==> src/rtl/bullet_pool.sv <==
// Player projectile pool: fire-edge slot allocation, per-tick upward motion, pixel hit test, enemy-hit pulses.
// Latency: fired/hit pulses and slot state update one clock after the causing inputs; b_on/pix_on are combinational.
// No backpressure: a fire edge with no free slot is dropped; optional shot cooldown under BULLET_COOLDOWN_EN.
module bullet_pool #(
    parameter int N_BULLETS = 5,
    parameter int N_WAVE    = 5,
    parameter int P_W       = 16,
    parameter int B_W       = 2,
    parameter int B_H       = 6,
    parameter int SPEED     = 4,
    parameter int TOP_BOUND = 35,
    parameter int COOLDOWN  = 8
) (
    input  logic                 clk,
    input  logic                 rst,
    input  logic                 move_tick,
    input  logic                 pause,
    input  logic                 clear,
    input  logic                 fire,
    input  logic [9:0]           p_x,
    input  logic [9:0]           p_y,
    input  logic [9:0]           x,
    input  logic [9:0]           y,
    input  logic [N_WAVE-1:0]    e_w_on,
    input  logic [N_WAVE-1:0]    e_w_active,
    input  logic                 e_r_on,
    input  logic                 e_r_active,
    output logic [N_BULLETS-1:0] b_active,
    output logic [N_BULLETS-1:0] b_on,
    output logic                 pix_on,
    output logic                 fired,
    output logic [N_WAVE-1:0]    hit_w_enemy,
    output logic                 hit_r_enemy
);

    if (N_BULLETS < 1 || N_BULLETS > 8 || COOLDOWN < 0 || COOLDOWN > 255) begin : g_param_check
        $error("bullet_pool: N_BULLETS must be 1..8 and COOLDOWN 0..255");
    end

    localparam logic [9:0]  X_OFF  = 10'(P_W / 2 - B_W / 2);
    localparam logic [9:0]  Y_OFF  = 10'(B_H);
    localparam logic [9:0]  STEP   = 10'(SPEED);
    localparam logic [9:0]  MIN_Y  = 10'(TOP_BOUND + SPEED);
    localparam logic [10:0] W_EXT  = 11'(B_W);
    localparam logic [10:0] H_EXT  = 11'(B_H);

    logic [9:0]           bx    [N_BULLETS];
    logic [9:0]           by    [N_BULLETS];
    logic [9:0]           bx_nx [N_BULLETS];
    logic [9:0]           by_nx [N_BULLETS];
    logic [N_BULLETS-1:0] active_nx;
    logic [N_BULLETS-1:0] alloc_oh;
    logic [N_BULLETS-1:0] slot_hit;
    logic [N_WAVE-1:0]    w_hit_vec;
    logic                 r_hit_now;
    logic                 any_enemy;
    logic                 fire_q;
    logic                 fire_ok;
    logic                 cd_ok;
    logic                 found;

    // Pixel-inside test uses 11-bit sums so a bullet near x/y=1023 never wraps.
    always_comb begin
        b_on = '0;
        for (int i = 0; i < N_BULLETS; i++) begin
            b_on[i] = b_active[i]
                    && ({1'b0, x} >= {1'b0, bx[i]}) && ({1'b0, x} < ({1'b0, bx[i]} + W_EXT))
                    && ({1'b0, y} >= {1'b0, by[i]}) && ({1'b0, y} < ({1'b0, by[i]} + H_EXT));
        end
    end

    assign pix_on    = |b_on;
    assign w_hit_vec = e_w_on & e_w_active;
    assign r_hit_now = e_r_on & e_r_active;
    assign any_enemy = (|w_hit_vec) | r_hit_now;
    assign slot_hit  = b_on & {N_BULLETS{any_enemy}};

    always_comb begin
        alloc_oh = '0;
        found    = 1'b0;
        for (int i = 0; i < N_BULLETS; i++) begin
            if (!b_active[i] && !found) begin
                alloc_oh[i] = 1'b1;
                found       = 1'b1;
            end
        end
    end

    assign fire_ok = fire & ~fire_q & ~pause & ~clear & found & cd_ok;

    always_comb begin
        active_nx = b_active;
        for (int i = 0; i < N_BULLETS; i++) begin
            bx_nx[i] = bx[i];
            by_nx[i] = by[i];
        end
        if (clear) begin
            active_nx = '0;
        end else if (!pause) begin
            for (int i = 0; i < N_BULLETS; i++) begin
                if (slot_hit[i]) begin
                    active_nx[i] = 1'b0;
                end else if (move_tick && b_active[i]) begin
                    // Compare before subtracting so by never wraps below zero.
                    if (by[i] >= MIN_Y) begin
                        by_nx[i] = by[i] - STEP;
                    end else begin
                        active_nx[i] = 1'b0;
                    end
                end
            end
            if (fire_ok) begin
                for (int i = 0; i < N_BULLETS; i++) begin
                    if (alloc_oh[i]) begin
                        active_nx[i] = 1'b1;
                        bx_nx[i]     = p_x + X_OFF;
                        by_nx[i]     = p_y - Y_OFF;
                    end
                end
            end
        end
    end

    always_ff @(posedge clk) begin
        if (rst) begin
            fire_q      <= 1'b0;
            b_active    <= '0;
            fired       <= 1'b0;
            hit_w_enemy <= '0;
            hit_r_enemy <= 1'b0;
            for (int i = 0; i < N_BULLETS; i++) begin
                bx[i] <= '0;
                by[i] <= '0;
            end
        end else begin
            fire_q      <= fire;
            b_active    <= active_nx;
            fired       <= fire_ok;
            hit_w_enemy <= (!clear && !pause && (|slot_hit)) ? w_hit_vec : '0;
            hit_r_enemy <= !clear && !pause && (|slot_hit) && r_hit_now;
            for (int i = 0; i < N_BULLETS; i++) begin
                bx[i] <= bx_nx[i];
                by[i] <= by_nx[i];
            end
        end
    end

`ifdef BULLET_COOLDOWN_EN
    logic [7:0] cd_cnt;

    assign cd_ok = (cd_cnt == 8'd0);

    // A new shot reloads the counter even if a move_tick lands on the same edge.
    always_ff @(posedge clk) begin
        if (rst || clear) begin
            cd_cnt <= 8'd0;
        end else if (fire_ok) begin
            cd_cnt <= 8'(COOLDOWN);
        end else if (move_tick && !pause && cd_cnt != 8'd0) begin
            cd_cnt <= cd_cnt - 8'd1;
        end
    end
`else
    assign cd_ok = 1'b1;
`endif

endmodule

==> config.mk <==
export PLATFORM = sky130hd
export DESIGN_NAME = bullet_pool
export DESIGN_NICKNAME = d
export VERILOG_FILES = /design/src/rtl/bullet_pool.sv
export SDC_FILE = /design/constraint.sdc
export NUM_CORES = 1
export LEC_CHECK = 0
export CORE_MARGIN = 2
export CORE_UTILIZATION = 40
export DETAILED_ROUTE_END_ITERATION = 12
export GPL_TIMING_DRIVEN = 1
export PLACE_DENSITY = 0.62
export SLEW_MARGIN = 25
export SYNTH_ARGS = -nofsm -noshare
export SYNTH_HDL_FRONTEND = slang
export SYNTH_SLANG_ARGS = --single-unit
==> constraint.sdc <==
create_clock -name clk -period 4.6 [get_ports clk]
set_input_delay 1.15 -clock clk [delete_from_list [all_inputs] [get_ports clk]]
set_output_delay 1.15 -clock clk [all_outputs]
set_load 0.01 [all_outputs]
==> results of run 1 <==
==> timing repair <==
action | 4_1_cts | 5_1_grt
setup endpoints to repair | 6 | 6
endpoints found under the hold margin | 0 | 0
gates resized for setup | 85 | 46
pin swaps | 21 | 18
buffers inserted | 13 | 1
==> power by group through the flow <==
stage / sequential [mW] / combinational [mW] / clock [mW]
finish: 1.00 / 0.637 / 1.33
global route: 1.00 / 0.698 / 1.39
CTS: 1.00 / 0.619 / 1.35
detailed placement: 1.02 / 0.597 / 0
global placement: 1.02 / 0.587 / 0
floorplan: 1.02 / 0.295 / 0
==> layout make-up <==
class,instances,area share
timing repair buffer,250,0.148
clock inverter,14,0.00953
inverter,108,0.0277
multi-input combinational,1124,0.599
sequential,113,0.155
tap,378,0.0322
clock buffer,18,0.0299
==> worst register-to-register path: cells and delay by family (launching register included) <==
family	cells	cell delay (ps)
adder cells (fa/ha/maj)	2	470
AO/OA/AOI/OAI	6	1160
AND/OR/NAND/NOR	4	540
XOR/XNOR	1	150
buffers and inverters	6	890
multiplexers	1	180
flip-flops	1	330
==> metal layers <==
layer	GRT usage	wire length (um)
met5	0.0160	70
met4	0.101	1340
met1	0.339	17000
met2	0.424	17700
met3	0.0383	2340
==> cells in the mapped netlist, types with 13 or more instances <==
library cell	n	area, sq um
nand4_1	29	181
inv_1	105	394
xnor2_1	70	613
a22oi_1	14	105
nor2_1	127	477
nand2_1	69	259
a21oi_1	72	360
ha_1	222	2780
and3_1	17	106
buf_2	13	65.1
a211o_1	14	123
nor4_1	19	119
a21o_1	21	158
nand3_1	56	280
nand2b_1	14	87.6
o21a_1	17	128
nor3_1	36	180
a211oi_1	75	563
xor2_1	16	140
clkbuf_1	41	154
o21ai_0	48	240
dfxtp_1	113	2260
a31oi_1	21	131
==> logic make-up after synthesis <==
group	after synthesis
compound gates	381
mux	8
buf+inv	163
xor+xnor	86
fa+ha+maj	222
flops	113
simple gates	427
==> stage by stage <==
stage | hold slack (ps) | setup TNS [ps]
finish | 489 | 0
global route | 510 | -103
CTS | 492 | 0
detailed placement | 484 | -3470
global placement | 472 | -3310
floorplan | 449 | 0
==> worst max-delay path by stage <==
stage / startpoint / end / slack [ps] / cells after the start
6_report: x[3] / pix_on / 50 / 13
5_1_grt: x[6] / b_on[3] / -70 / 12
4_1_cts: by[0][32]$_SDFFE_PP0P_ / b_on[3] / 4 / 14
3_5_place_dp: x[1] / b_on[3] / -640 / 11
3_3_place_gp: x[1] / b_on[3] / -630 / 11
2_1_floorplan: by[0][2]$_SDFFE_PP0P_ / pix_on / 550 / 13
==> state kept, by name, summed over array words and instances, names as in the netlist <==
signal       flops
hit_r_enemy      1
fire_q           1
bx              50
hit_w_enemy      5
by              50
fired            1
b_active         5
==> results.yml, run 1 <==
status:
  run_status: "finished, final reports clean"
worst_setup_path:
  critPathMaxFanout: 8
  reg2reg_from: "by[0][22]$_SDFFE_PP0P_"
  worstPathCellList: "dlygate4sd2_1, buf_6, buf_8, ha_1, a2111oi_2, a21o_1, a21oi_1, buf_4, nor4_4, buf_4, nor4_4, nand2_1, buf_6"
  path_class: "in -> out"
  crit_family: "buffers and inverters"
  critPathCaptureType: "output pin"
  worstPathRequired_ps: 3450
  slowest_delay_ps: 360
  rrSetupSlack_ps: 730
  reg2reg_to: "by[0][28]$_SDFFE_PP0P_"
  cp.arrival_ps: 3400
  start_kind: "input port"
  crit_slowest_cell: "a2111oi_2"
  crit_buf_inv: 6
  r2r_cells: 20
cells_and_area:
  final_cells: 2005
  multi_input_comb_area_sq_um: 8800
  regArea_sq_um: 2270
  final_area_sq_um: 14700
  final_layout_size_suffix_gt1_frac: 0.186
  diodes: 0
  area_growth_pct: 29.3
  nets: 1894
  most-common-layout-cells: "ha_1, buf_4, nor2_1"
  fin_util: 0.528
  fillers: 2664
  final_common_cell: "ha_1"
run:
  drv_cap: 0
synthesis:
  synth_area_per_cell_sq_um: 8.12
  synth_warnings: 0
  synth-adder-area-share: 0.244
  syn_nets: 1680
  synth_top_family_by_area: "adder cells"
  synth_compound_area_frac: 0.236
  synth_mux_area_frac: 0.00704
  ys.flop_type: "dfxtp_1"
  synth_edf_count: 0
  synth-xor-area-share: 0.0662
  ys_async_sr_fraction: 0
  syn_area_sq_um: 11400
  ys_seq_area_frac: 0.199
  synth_cell_types: 82
  netlist_instances: 1400
  yosys.area_share.simple: 0.192
  synth_seq_cells: 113
hold_path:
  hp-start: "by[0][20]$_SDFFE_PP0P_"
  min_to: "by[0][20]$_SDFFE_PP0P_"
  hp-class: "reg -> reg"
  min_path_cells: 2
timing:
  hold_violations: 0
  period_share: 0.989
  max-slew-margin-rel: 0.366
  clock_skew_ps: 10.2
  report.final.setup_viol: 0
  rsz0062_at_grt: "true"
  max_freq_ghz: 0.220
  setup_ws_ps: 51.4
  final_period_minus_worst_setup_slack_ps: 4550
  maxSlewViolCount: 0
  tightest_slew_ps: 948
floorplanning:
  core_area_sq_um: 27900
  fp.dieH_um: 173
  dieArea_sq_um: 29800
  io_pins: 76
  chipWidth_um: 173
  rows: 61
  start_util: 0.408
detailed_routing:
  ant_nets: 0
  first_iter_violations: 896
  wl_per_cell_um: 19.2
  via_count: 11718
  dr.pass1.iters: 5
  drcViolationCount: 0
  postRouteWirelength_um: 38400
  via_per_inst: 5.84
global_route:
  grt_pass1_wl_um: 61600
  grt_overflow_total: 0
  antenna_found_initial: 0
  track_usage: 0.258
  grt_pass1_vias: 11367
  grt_start_max_net_pins: 79
placement:
  postPlaceCellArea_sq_um: 13700
  dp_slack_ps: -641
  dpl.hpwl_um: 29400
  gp_congestion: 0.930
  io_buffers: 75
  placedCellCount: 1959
clocking:
  clk_pin_slew_worst_paths_ps: 60
  root_buffer: "clkbuf_16"
  cts_buffers: 17
  clk_path_buf_depth: 2
  htree_levels: 4
  hold_buffers: 0
  insertion_delay_ps: 430
  tritoncts: "built"
  clock-sinks: 113
power:
  internal_power_mw: 2.08
  pwr-share-seq: 0.337
  switchingPower_mw: 0.894
  clockPowerShare: 0.449
  leakagePower_nw: 5.61
  vdd_drop_max_v: 0.000206
  sw_frac_of_total: 0.301
  powerDensity_nw_per_um2: 202
  p_comb_frac: 0.214
  power_mw: 2.97
Note: power is estimated with default switching activity, not from simulation.
==> run 2, diff against run 1 <==
CAP_MARGIN = 10   (was unset)
PLACE_DENSITY = 0.56   (was 0.62)
==> run 2 against run 1 <==
  * Critical path depth is 1 lower
  * Global-route usage up 0.61 points
  * Register-to-register slack improved by 130 ps
  * Total power is 1.7% lower
  * Clock skew about the same
  * Wire length grew 3.1%
  * Sequential share of layout area is 0.29 points lower
  * Clock-buffer cell count up 3
  * Flip-flop and latch count did not move
  * Critical endpoint unchanged
  * Fmax fell by 0.67%
  * Sequential power barely moved
  * Via count fell by 0.45%
==> results.yml, run 2 (same netlist as run 1, synthesis figures left out) <==
timing:
  hold_violations: 0
  tightest_slew_ps: 959
  final_period_minus_worst_setup_slack_ps: 4580
  period_share: 0.996
  max-slew-margin-rel: 0.358
  max_freq_ghz: 0.218
  report.final.setup_viol: 0
  clock_skew_ps: 10.0
  rsz0062_at_grt: "true"
  maxSlewViolCount: 0
worst_setup_path:
  critPathMaxFanout: 6
  start_kind: "input port"
  worstPathRequired_ps: 3450
  cp.arrival_ps: 3430
  path_class: "in -> out"
  critPathCaptureType: "output pin"
global_route:
  grt_overflow_total: 0
  grt_pass1_wl_um: 62400
  antenna_found_initial: 0
  grt_pass1_vias: 11420
  grt_start_max_net_pins: 63
  track_usage: 0.264
cells_and_area:
  fillers: 2593
  diodes: 0
  most-common-layout-cells: "ha_1, buf_4, nor2_1"
  final_cells: 2021
  final_common_cell: "ha_1"
  fin_util: 0.539
  area_growth_pct: 32.1
  largestRegisters: "bx: 50 flops, by: 50 flops"
  final_area_sq_um: 15000
  final_layout_size_suffix_gt1_frac: 0.218
  nets: 1910
floorplanning:
  fp.dieH_um: 173
  core_area_sq_um: 27900
  start_util: 0.408
  dieArea_sq_um: 29800
  rows: 61
  chipWidth_um: 173
  io_pins: 76
detailed_routing:
  first_iter_violations: 793
  dr.pass1.iters: 5
  via_per_inst: 5.77
  wl_per_cell_um: 19.6
  via_count: 11665
  ant_nets: 0
  drcViolationCount: 0
  postRouteWirelength_um: 39600
clocking:
  insertion_delay_ps: 440
  tritoncts: "built"
  htree_levels: 4
  clk_pin_slew_worst_paths_ps: 60
  clk_path_buf_depth: 2
  cts_buffers: 17
  root_buffer: "clkbuf_16"
  clock-sinks: 113
power:
  powerDensity_nw_per_um2: 195
  leakagePower_nw: 5.76
  vdd_drop_max_v: 0.000185
run:
  drv_cap: 0
placement:
  io_buffers: 75
  gp_congestion: 0.919
  dpl.hpwl_um: 30000
  postPlaceCellArea_sq_um: 13700
  placedCellCount: 1963
status:
  run_status: "finished, final reports clean"
hold_path:
  hp-class: "reg -> reg"
## run 2: power by group
group          total, mW  switching, mW  internal [mW]
Clock               1.26          0.516          0.749
Sequential          1.00         0.0122          0.990
Combinational      0.657          0.366          0.291
## run 2: cell type report
| cell class | count | area, sq um | area share |
|---|---|---|---|
| flip-flops and latches | 113 | 2280 | 0.152 |
| repair buffers | 266 | 2310 | 0.154 |
| well taps | 378 | 473 | 0.0315 |
| clock inverters | 11 | 90.1 | 0.00600 |
| inverters | 108 | 408 | 0.0271 |
| multi-input cells | 1124 | 9010 | 0.600 |
| clock buffers | 21 | 450 | 0.0300 |
## run 2: critical path, stage by stage
cell and delay [ps]:
dlygate4sd2_1 260, buf_12 140, ha_2 270, o21ai_1 130, a21oi_1 90, or4_4 420
nand3_2 100, nor4bb_4 60, buf_4 150, nor4_4 380, nand2_2 130, buf_6 140
## run 2: per-stage QoR
stage	total power, mW	setup WS (ps)	hold slack, ps	setup TNS, ps
after floorplan	1.32	554	449	0
after global placement	1.61	-953	477	-3410
after detailed placement	1.62	-933	484	-3510
after CTS	2.91	-11.3	491	-11.3
after global routing	3.04	-60.5	518	-80.0
final	2.92	20.5	489	0
## run 2: what timing repair did
action                                  4_1_cts  5_1_grt
pin swaps                                    32       48
cloned                                        1        0
buffers inserted                             15       12
endpoints found under the hold margin         0        0
hold buffers                                  0        0
endpoints found under the setup margin        6        6
resized for setup                           116       83
## run 2: worst paths after layout
check / startpoint / end / slack [ps] / cells after the start
worst max-delay path: y[4] / pix_on / 20 / 12
worst min-delay path: by[0][40]$_SDFFE_PP0P_ / by[0][40]$_SDFFE_PP0P_ / 490 / 2
worst max register to register: by[0][2]$_SDFFE_PP0P_ / hit_w_enemy[0]$_SDFF_PP0_ / 860 / 15
worst min register to register: by[0][40]$_SDFFE_PP0P_ / by[0][40]$_SDFFE_PP0P_ / 490 / 2
## run 2: per-layer routing
layer,GRT usage,vias to the layer above,share of wire
li1,-,5717,-
met1,0.353,5551,0.46
met2,0.432,320,0.46
met3,0.0330,77,0.050
met4,0.104,0,0.033
met5,0,-,0
